==> config.mk <==
export PLATFORM = sky130hd
export DESIGN_NAME = gpr_exec_unit
export DESIGN_NICKNAME = d
export VERILOG_FILES = /design/src/rtl/gpr_exec_pkg.sv /design/src/rtl/gpr_exec_unit_seq_multiplier.sv /design/src/rtl/gpr_exec_unit.sv
export SDC_FILE = /design/constraint.sdc
export NUM_CORES = 2
export LEC_CHECK = 0
export CORE_AREA = 2 2 466 353
export CTS_CLUSTER_SIZE = 10
export DETAILED_ROUTE_END_ITERATION = 6
export DIE_AREA = 0 0 468 355
export HOLD_SLACK_MARGIN = 0.08
export SLEW_MARGIN = 20
export SYNTH_ARGS = -nofsm -noshare
export SYNTH_HDL_FRONTEND = slang
export SYNTH_SLANG_ARGS = --single-unit
export TNS_END_PERCENT = 100
==> constraint.sdc <==
create_clock -name clk -period 6.45 [get_ports clk]
set_clock_uncertainty 0.1 [all_clocks]
set_input_delay 1.29 -clock clk [delete_from_list [all_inputs] [get_ports clk]]
set_output_delay 1.29 -clock clk [all_outputs]
set_load 0.05 [all_outputs]
==> src/rtl/gpr_exec_pkg.sv <==
// Shared definitions for the GPR execute unit: opcodes, instruction field
// positions, flag bit indices and FSM state encoding.
package gpr_exec_pkg;

    localparam logic [4:0] OP_MOVSGPR = 5'b00000;
    localparam logic [4:0] OP_MOV     = 5'b00001;
    localparam logic [4:0] OP_ADD     = 5'b00010;
    localparam logic [4:0] OP_SUB     = 5'b00011;
    localparam logic [4:0] OP_MUL     = 5'b00100;

    localparam int OP_MSB    = 31;
    localparam int OP_LSB    = 27;
    localparam int RDST_MSB  = 26;
    localparam int RDST_LSB  = 22;
    localparam int RSRC1_MSB = 21;
    localparam int RSRC1_LSB = 17;
    localparam int IMM_BIT   = 16;
    localparam int RSRC2_MSB = 15;
    localparam int RSRC2_LSB = 11;
    localparam int ISRC_MSB  = 15;
    localparam int ISRC_LSB  = 0;

    localparam int FLAG_Z = 0;
    localparam int FLAG_N = 1;
    localparam int FLAG_C = 2;
    localparam int FLAG_V = 3;

    typedef enum logic {
        S_IDLE = 1'b0,
        S_MUL  = 1'b1
    } state_e;

    function automatic logic is_legal_op(input logic [4:0] op);
        return op <= OP_MUL;
    endfunction

endpackage

==> src/rtl/gpr_exec_unit_seq_multiplier.sv <==
// Radix-2 shift-add unsigned multiplier, one partial product per cycle.
// done/product are combinational and flag the cycle whose edge takes the final step.
import gpr_exec_pkg::*;

module seq_multiplier #(
    parameter int WIDTH = 16
) (
    input  logic                 clk,
    input  logic                 rst_n,
    input  logic                 start,
    input  logic [WIDTH-1:0]     a,
    input  logic [WIDTH-1:0]     b,
    output logic                 busy,
    output logic                 done,
    output logic [2*WIDTH-1:0]   product
);

    localparam int CNT_W = $clog2(WIDTH);

    logic [CNT_W-1:0]   cnt;
    logic               busy_r;
    logic [2*WIDTH-1:0] mcand;
    logic [2*WIDTH-1:0] acc;
    logic [WIDTH-1:0]   mplier;

    // Accumulator value after this cycle's step; the full product on the last step.
    assign product = acc + (mplier[0] ? mcand : '0);
    assign done    = busy_r && (cnt == CNT_W'(WIDTH - 1));
    assign busy    = busy_r;

    always_ff @(posedge clk or negedge rst_n) begin
        if (!rst_n) begin
            busy_r <= 1'b0;
            cnt    <= '0;
        end else if (start) begin
            busy_r <= 1'b1;
            cnt    <= '0;
        end else if (busy_r) begin
            cnt <= cnt + 1'b1;
            if (done) begin
                busy_r <= 1'b0;
            end
        end
    end

    always_ff @(posedge clk) begin
        if (start) begin
            mcand  <= {{WIDTH{1'b0}}, a};
            mplier <= b;
            acc    <= '0;
        end else if (busy_r) begin
            acc    <= product;
            mcand  <= mcand << 1;
            mplier <= mplier >> 1;
        end
    end

endmodule

==> src/rtl/gpr_exec_unit.sv <==
// EX/WB execute unit: GPR file, SGPR, status flags, decode and handshake.
// movsgpr/mov/add/sub retire in one cycle; mul runs on the sequential multiplier.
import gpr_exec_pkg::*;

module gpr_exec_unit #(
    parameter int WIDTH = 16,
    parameter int NREG  = 32
) (
    input  logic             clk,
    input  logic             rst_n,
    input  logic             in_valid,
    output logic             in_ready,
    input  logic [31:0]      instr,
    output logic             busy,
    output logic             done,
    output logic             err,
    output logic [3:0]       flags,
    output logic [WIDTH-1:0] sgpr,
    input  logic [4:0]       dbg_addr,
    output logic [WIDTH-1:0] dbg_data
);

    localparam int IDX_W = (NREG > 1) ? $clog2(NREG) : 1;

    logic [WIDTH-1:0] gpr [NREG];
    logic [WIDTH-1:0] sgpr_r;
    logic [3:0]       flags_r;
    state_e           state;
    logic             done_r;
    logic             err_r;
    logic [IDX_W-1:0] mul_rdst;

    logic [4:0]       op;
    logic [4:0]       rdst;
    logic [4:0]       rsrc1;
    logic [4:0]       rsrc2;
    logic             imm;
    logic [15:0]      isrc;
    logic [WIDTH-1:0] imm_val;
    logic [WIDTH-1:0] src1_val;
    logic [WIDTH-1:0] src2_val;
    logic [WIDTH-1:0] op_a;
    logic [WIDTH-1:0] op_b;
    logic [WIDTH:0]   add_full;
    logic [WIDTH:0]   sub_full;
    logic             uses_src1;
    logic             uses_src2;
    logic             legal;
    logic             accept;

    logic               mul_start;
    logic               mul_busy;
    logic               mul_done;
    logic [2*WIDTH-1:0] mul_product;
    logic               mul_hi_nz;

    logic               wr_en;
    logic [IDX_W-1:0]   wr_idx;
    logic [WIDTH-1:0]   wr_data;
    logic               sgpr_we;
    logic [WIDTH-1:0]   sgpr_d;
    logic               flags_we;
    logic [3:0]         flags_d;
    logic               retire;
    logic               retire_err;

    function automatic logic idx_ok(input logic [4:0] idx);
        return 32'(idx) < 32'(NREG);
    endfunction

    function automatic logic [3:0] pack_flags(input logic v, input logic c,
                                              input logic n, input logic z);
        logic [3:0] f;
        f         = '0;
        f[FLAG_V] = v;
        f[FLAG_C] = c;
        f[FLAG_N] = n;
        f[FLAG_Z] = z;
        return f;
    endfunction

    function automatic logic [3:0] move_flags(input logic [WIDTH-1:0] r);
        return pack_flags(1'b0, 1'b0, r[WIDTH-1], r == '0);
    endfunction

    // Overflow judged on the two's-complement view of the operands and result.
    function automatic logic [3:0] arith_flags(input logic [WIDTH-1:0] a,
                                               input logic [WIDTH-1:0] b,
                                               input logic [WIDTH-1:0] r,
                                               input logic carry,
                                               input logic is_sub);
        logic signed [WIDTH-1:0] sa;
        logic signed [WIDTH-1:0] sb;
        logic signed [WIDTH-1:0] sr;
        logic                    v;
        sa = a;
        sb = b;
        sr = r;
        if (is_sub) begin
            v = ((sa < 0) != (sb < 0)) && ((sr < 0) != (sa < 0));
        end else begin
            v = ((sa < 0) == (sb < 0)) && ((sr < 0) != (sa < 0));
        end
        return pack_flags(v, carry, r[WIDTH-1], r == '0);
    endfunction

    assign op    = instr[OP_MSB:OP_LSB];
    assign rdst  = instr[RDST_MSB:RDST_LSB];
    assign rsrc1 = instr[RSRC1_MSB:RSRC1_LSB];
    assign rsrc2 = instr[RSRC2_MSB:RSRC2_LSB];
    assign imm   = instr[IMM_BIT];
    assign isrc  = instr[ISRC_MSB:ISRC_LSB];

    assign imm_val  = WIDTH'(isrc);
    assign src1_val = idx_ok(rsrc1) ? gpr[rsrc1[IDX_W-1:0]] : '0;
    assign src2_val = idx_ok(rsrc2) ? gpr[rsrc2[IDX_W-1:0]] : '0;
    assign op_a     = src1_val;
    assign op_b     = imm ? imm_val : src2_val;
    assign add_full = {1'b0, op_a} + {1'b0, op_b};
    assign sub_full = {1'b0, op_a} - {1'b0, op_b};

    // Only indices the instruction actually reads count towards legality.
    assign uses_src1 = ((op == OP_MOV) && !imm) || (op == OP_ADD) ||
                       (op == OP_SUB) || (op == OP_MUL);
    assign uses_src2 = ((op == OP_ADD) || (op == OP_SUB) || (op == OP_MUL)) && !imm;
    assign legal     = is_legal_op(op) && idx_ok(rdst) &&
                       (!uses_src1 || idx_ok(rsrc1)) &&
                       (!uses_src2 || idx_ok(rsrc2));

    assign busy     = (state == S_MUL) || mul_busy;
    assign in_ready = !busy;
    assign accept   = in_valid && in_ready;

    assign done     = done_r;
    assign err      = err_r;
    assign flags    = flags_r;
    assign sgpr     = sgpr_r;
    assign dbg_data = idx_ok(dbg_addr) ? gpr[dbg_addr[IDX_W-1:0]] : '0;

    assign mul_hi_nz = |mul_product[2*WIDTH-1:WIDTH];

    seq_multiplier #(
        .WIDTH (WIDTH)
    ) u_mul (
        .clk     (clk),
        .rst_n   (rst_n),
        .start   (mul_start),
        .a       (op_a),
        .b       (op_b),
        .busy    (mul_busy),
        .done    (mul_done),
        .product (mul_product)
    );

    always_comb begin
        wr_en      = 1'b0;
        wr_idx     = rdst[IDX_W-1:0];
        wr_data    = '0;
        sgpr_we    = 1'b0;
        sgpr_d     = '0;
        flags_we   = 1'b0;
        flags_d    = '0;
        retire     = 1'b0;
        retire_err = 1'b0;
        mul_start  = 1'b0;
        if (state == S_MUL) begin
            if (mul_done) begin
                wr_en    = 1'b1;
                wr_idx   = mul_rdst;
                wr_data  = mul_product[WIDTH-1:0];
                sgpr_we  = 1'b1;
                sgpr_d   = mul_product[2*WIDTH-1:WIDTH];
                flags_we = 1'b1;
                flags_d  = pack_flags(mul_hi_nz, mul_hi_nz,
                                      mul_product[2*WIDTH-1], mul_product == '0);
                retire   = 1'b1;
            end
        end else if (accept) begin
            if (!legal) begin
                retire     = 1'b1;
                retire_err = 1'b1;
            end else begin
                case (op)
                    OP_MOVSGPR: begin
                        wr_en    = 1'b1;
                        wr_data  = sgpr_r;
                        flags_we = 1'b1;
                        flags_d  = move_flags(sgpr_r);
                        retire   = 1'b1;
                    end
                    OP_MOV: begin
                        wr_en    = 1'b1;
                        wr_data  = imm ? imm_val : src1_val;
                        flags_we = 1'b1;
                        flags_d  = move_flags(imm ? imm_val : src1_val);
                        retire   = 1'b1;
                    end
                    OP_ADD: begin
                        wr_en    = 1'b1;
                        wr_data  = add_full[WIDTH-1:0];
                        flags_we = 1'b1;
                        flags_d  = arith_flags(op_a, op_b, add_full[WIDTH-1:0],
                                               add_full[WIDTH], 1'b0);
                        retire   = 1'b1;
                    end
                    OP_SUB: begin
                        wr_en    = 1'b1;
                        wr_data  = sub_full[WIDTH-1:0];
                        flags_we = 1'b1;
                        flags_d  = arith_flags(op_a, op_b, sub_full[WIDTH-1:0],
                                               sub_full[WIDTH], 1'b1);
                        retire   = 1'b1;
                    end
                    OP_MUL: begin
                        mul_start = 1'b1;
                    end
                    default: begin
                    end
                endcase
            end
        end
    end

    always_ff @(posedge clk or negedge rst_n) begin
        if (!rst_n) begin
            for (int i = 0; i < NREG; i++) begin
                gpr[i] <= '0;
            end
            sgpr_r  <= '0;
            flags_r <= '0;
            state   <= S_IDLE;
            done_r  <= 1'b0;
            err_r   <= 1'b0;
        end else begin
            if (wr_en) begin
                gpr[wr_idx] <= wr_data;
            end
            if (sgpr_we) begin
                sgpr_r <= sgpr_d;
            end
            if (flags_we) begin
                flags_r <= flags_d;
            end
            done_r <= retire;
            err_r  <= retire_err;
            case (state)
                S_IDLE:  if (mul_start) state <= S_MUL;
                S_MUL:   if (mul_done)  state <= S_IDLE;
                default: state <= S_IDLE;
            endcase
        end
    end

    // Destination of an in-flight mul, held until its writeback.
    always_ff @(posedge clk) begin
        if (mul_start) begin
            mul_rdst <= rdst[IDX_W-1:0];
        end
    end

endmodule

==> flow_summary.yaml <==
cts:
  cts_tree: "yes"
  cts_buffers: 76
  cts.sinks: 625
  h-tree-depth: 3
  path_clk_slew_ns: 0.05
  ctsHoldBuffers: 0
  clock_latency_ns: 0.70
  cts_setup_buffers: 0
  clock-root-buffer: "clkbuf_16"
  clk_path_buf_depth: 3
floorplan:
  num_io_pins: 80
  die_area_mm2: 0.166
  die_h_um: 355
  num_rows: 128
  initial_utilization: 0.249
  fp.dieW_um: 468
  core_mm2: 0.161
drt:
  post_drt_wl_per_cell_um: 24.3
  vias: 32900
  drt_first_pass_iters: 7
  wl_mm: 147
  drc: 0
  ant_nets: 0
  vias_per_cell: 5.45
  first_iter_violations: 4269
critical_path:
  r2r_cells: 21
  path_class: "in2reg"
  crit_path_top_delay_cell: "a211oi_2"
  required_ns: 6.97
  worstPathMaxFanout: 13
  rr_endpoint: "flags[0]"
  rrSetupSlack_ns: 0.71
  worstPathArrival_ns: 6.63
  critical_path.max_stage_delay_ns: 0.54
  cp-start-kind: "input pin"
  timing.rr.start: "gpr[480]"
  worstSetupEndpointType: "flop"
  crit_chain: "buf_8 > mux4_2 > mux4_2 > nor2b_1 > a211oi_1 > buf_4 > a21oi_1 > buf_4 > ha_1 > fa_1 > buf_4 > xor2_1 > nand3_1 > a211oi_2 > buf_4 > o211ai_1 > a2111o_1 > nand4b_1 > nor4_1 > nand4b_1 > a31oi_1 > a21o_1"
  crit_top_cell: "buf_4"
logic_synthesis:
  yosysWarnings: 0
  ys.flop_type: "dfrtp_1"
  async_reset_ff_frac: 0.864
  ys_seq_area_frac: 0.388
  netlist.top_cell.by_area: "dfrtp_1"
  synthTopCellsByArea: "dfrtp_1 34%, mux4_2 22%, a21oi_1 4.9%"
  avgSynthCellArea_um2: 10.8
  synth-seq-cells: 625
  synth_edf_count: 37
  synth_top_area_frac: 0.337
  synth_nets: 3825
  synthDistinctLibCells: 87
  synth_cells: 3717
  syn_area_mm2: 0.0401
timing:
  relSlewSlack: 0.226
  worstMarginPinSlew_ns: 1.16
  fmax_mhz: 164
  setup_violations: 0
  slew_violations: 0
  layout_min_cycle_time_ns: 6.11
  tns_ns: 0
  setup_slack_ns: 0.339
  rsz0062_at_grt: "false"
  period_share: 0.947
  hold_viol: 0
  hold_slack_ns: 0.364
finish:
  layout-drive-gt1-share: 0.250
  synthToLayoutAreaGrowth_pct: 17.7
  final_cells: 6036
  utilization: 0.293
  final_common_cell: "dfrtp_1"
  fin_nets: 3958
  fill_cells: 16600
  final_cell_mix: "539 x dfrtp_1, 447 x nor2_1, 398 x mux4_2, 395 x nand2_1, 387 x a21oi_1"
global_route:
  grt_antenna_before_repair: 2
  grt_use_met1: 0.251
  grt_overflow: 0
  first_global_vias: 31600
  grt_max_degree: 130
  gr-usage-met3: 0.0511
  grt_first_pass_wirelength_mm: 218
  grt.busiest_layer: "met2"
  use_met2: 0.252
  track_usage: 0.175
place:
  dp_hpwl_mm: 104
  gp_congestion: 0.942
  dpl.cell_count: 5917
  post-place-ws_ns: -0.237
  portBuffers: 79
hold_path:
  hp-class: "reg2reg"
  worstHoldPathCells: 2
  whs_endpoint: "u_mul.acc[19]"
  hp-start: "u_mul.acc[19]"
outcome:
  run_status: "complete, no violations"
power_and_ir_drop:
  p_sw_mw: 4.51
  combPwrFrac: 0.305
  p_clk_frac: 0.317
  ir_drop_uv: 196
  leakagePower_nw: 19.5
  p_per_area_mw_per_mm2: 273
  switching_share: 0.350
  seqPwrFrac: 0.379
  p_int_mw: 8.37
flow_run:
  cap_violations: 0
## registers in the layout (all words and copies together) (netlist names)
| register | flops |
|---|---|
| gpr | 512 |
| u_mul.acc | 32 |
| u_mul.mcand | 32 |
| sgpr | 16 |
| u_mul.mplier | 16 |
| mul_rdst | 5 |
| flags | 4 |
| u_mul.cnt | 4 |
| done | 1 |
| err | 1 |
| state | 1 |
| u_mul.busy | 1 |
## power groups by stage
| stage | registers [mW] | logic, mW | clock network [mW] |
|---|---|---|---|
| 3_5_place_dp | 4.93 | 3.84 | 0 |
| 2_1_floorplan | 4.87 | 2.49 | 0 |
| 6_report | 4.88 | 3.92 | 4.08 |
| 3_3_place_gp | 4.91 | 3.79 | 0 |
| 4_1_cts | 4.87 | 3.86 | 4.15 |
| 5_1_grt | 4.93 | 4.23 | 4.31 |
## per-layer routing
metal,up-vias,wire (µm)
met5,-,11
met4,2,5200
met3,274,17600
met2,1868,62700
met1,16700,61400
li1,14100,-
## area by class of cell
class / count / area, µm² / share of cell area
clock inverter: 10 / 185 / 0.00392
antenna: 2 / 5.00 / 0.000106
multi-input combinational: 2704 / 22900 / 0.484
clock buffer: 107 / 2070 / 0.0438
timing repair buffer: 386 / 3650 / 0.0772
inverter: 57 / 214 / 0.00453
tap: 2145 / 2680 / 0.0568
sequential: 625 / 15600 / 0.330
## cell usage after synthesis, drive strengths merged (25+ instances only)
| master | instances |
|---|---|
| a21oi | 425 |
| a22oi | 35 |
| and2 | 36 |
| buf | 104 |
| clkbuf | 208 |
| dfrtp | 540 |
| dfxtp | 48 |
| edfxtp | 37 |
| ha | 65 |
| inv | 57 |
| mux2 | 64 |
| mux2i | 64 |
| mux4 | 427 |
| nand2 | 395 |
| nand2b | 25 |
| nand3 | 27 |
| nor2 | 466 |
| nor2b | 28 |
| nor3 | 37 |
| o21ai | 254 |
| xnor2 | 33 |
## worst max-delay path by stage
stage	from	end	slack, ns	depth (start not counted)
CTS	instr[11]	flags[0]	0.47	22
finish	instr[11]	flags[0]	0.34	22
global placement	instr[11]	flags[0]	-0.34	22
global route	instr[11]	gpr[425]	0.18	24
detailed placement	instr[11]	flags[0]	-0.24	22
floorplan	instr[11]	gpr[302]	0.005	21
## what timing repair did
action,4_1_cts,5_1_grt
setup endpoints to repair,0,1
resized for setup,0,1
hold endpoints to repair,0,0
## worst max-delay path, delay by kind of cell
kind	cells	cell delay, ns
fa+ha+maj	2	0.65
compound gates	7	1.56
mux	2	0.99
buf+inv	5	0.88
xor+xnor	1	0.15
simple gates	5	1.09
## through the flow
stage	total power, mW	cell area (µm²)
final	12.9	47300
after floorplan	7.36	40200
after detailed placement	8.77	45000
after CTS	12.9	47300
after global placement	8.69	45000
after global routing	13.5	47300
## cell families after synthesis
group | share of synthesized area
AOI/OAI and AO/OA | 0.133
muxes | 0.276
xor gates and xnor gates | 0.0113
DFF | 0.388
adders and majority gates | 0.0218
buffers and inverters | 0.0477
and+or+nand+nor | 0.122
Power figures use the tool's default switching activity.
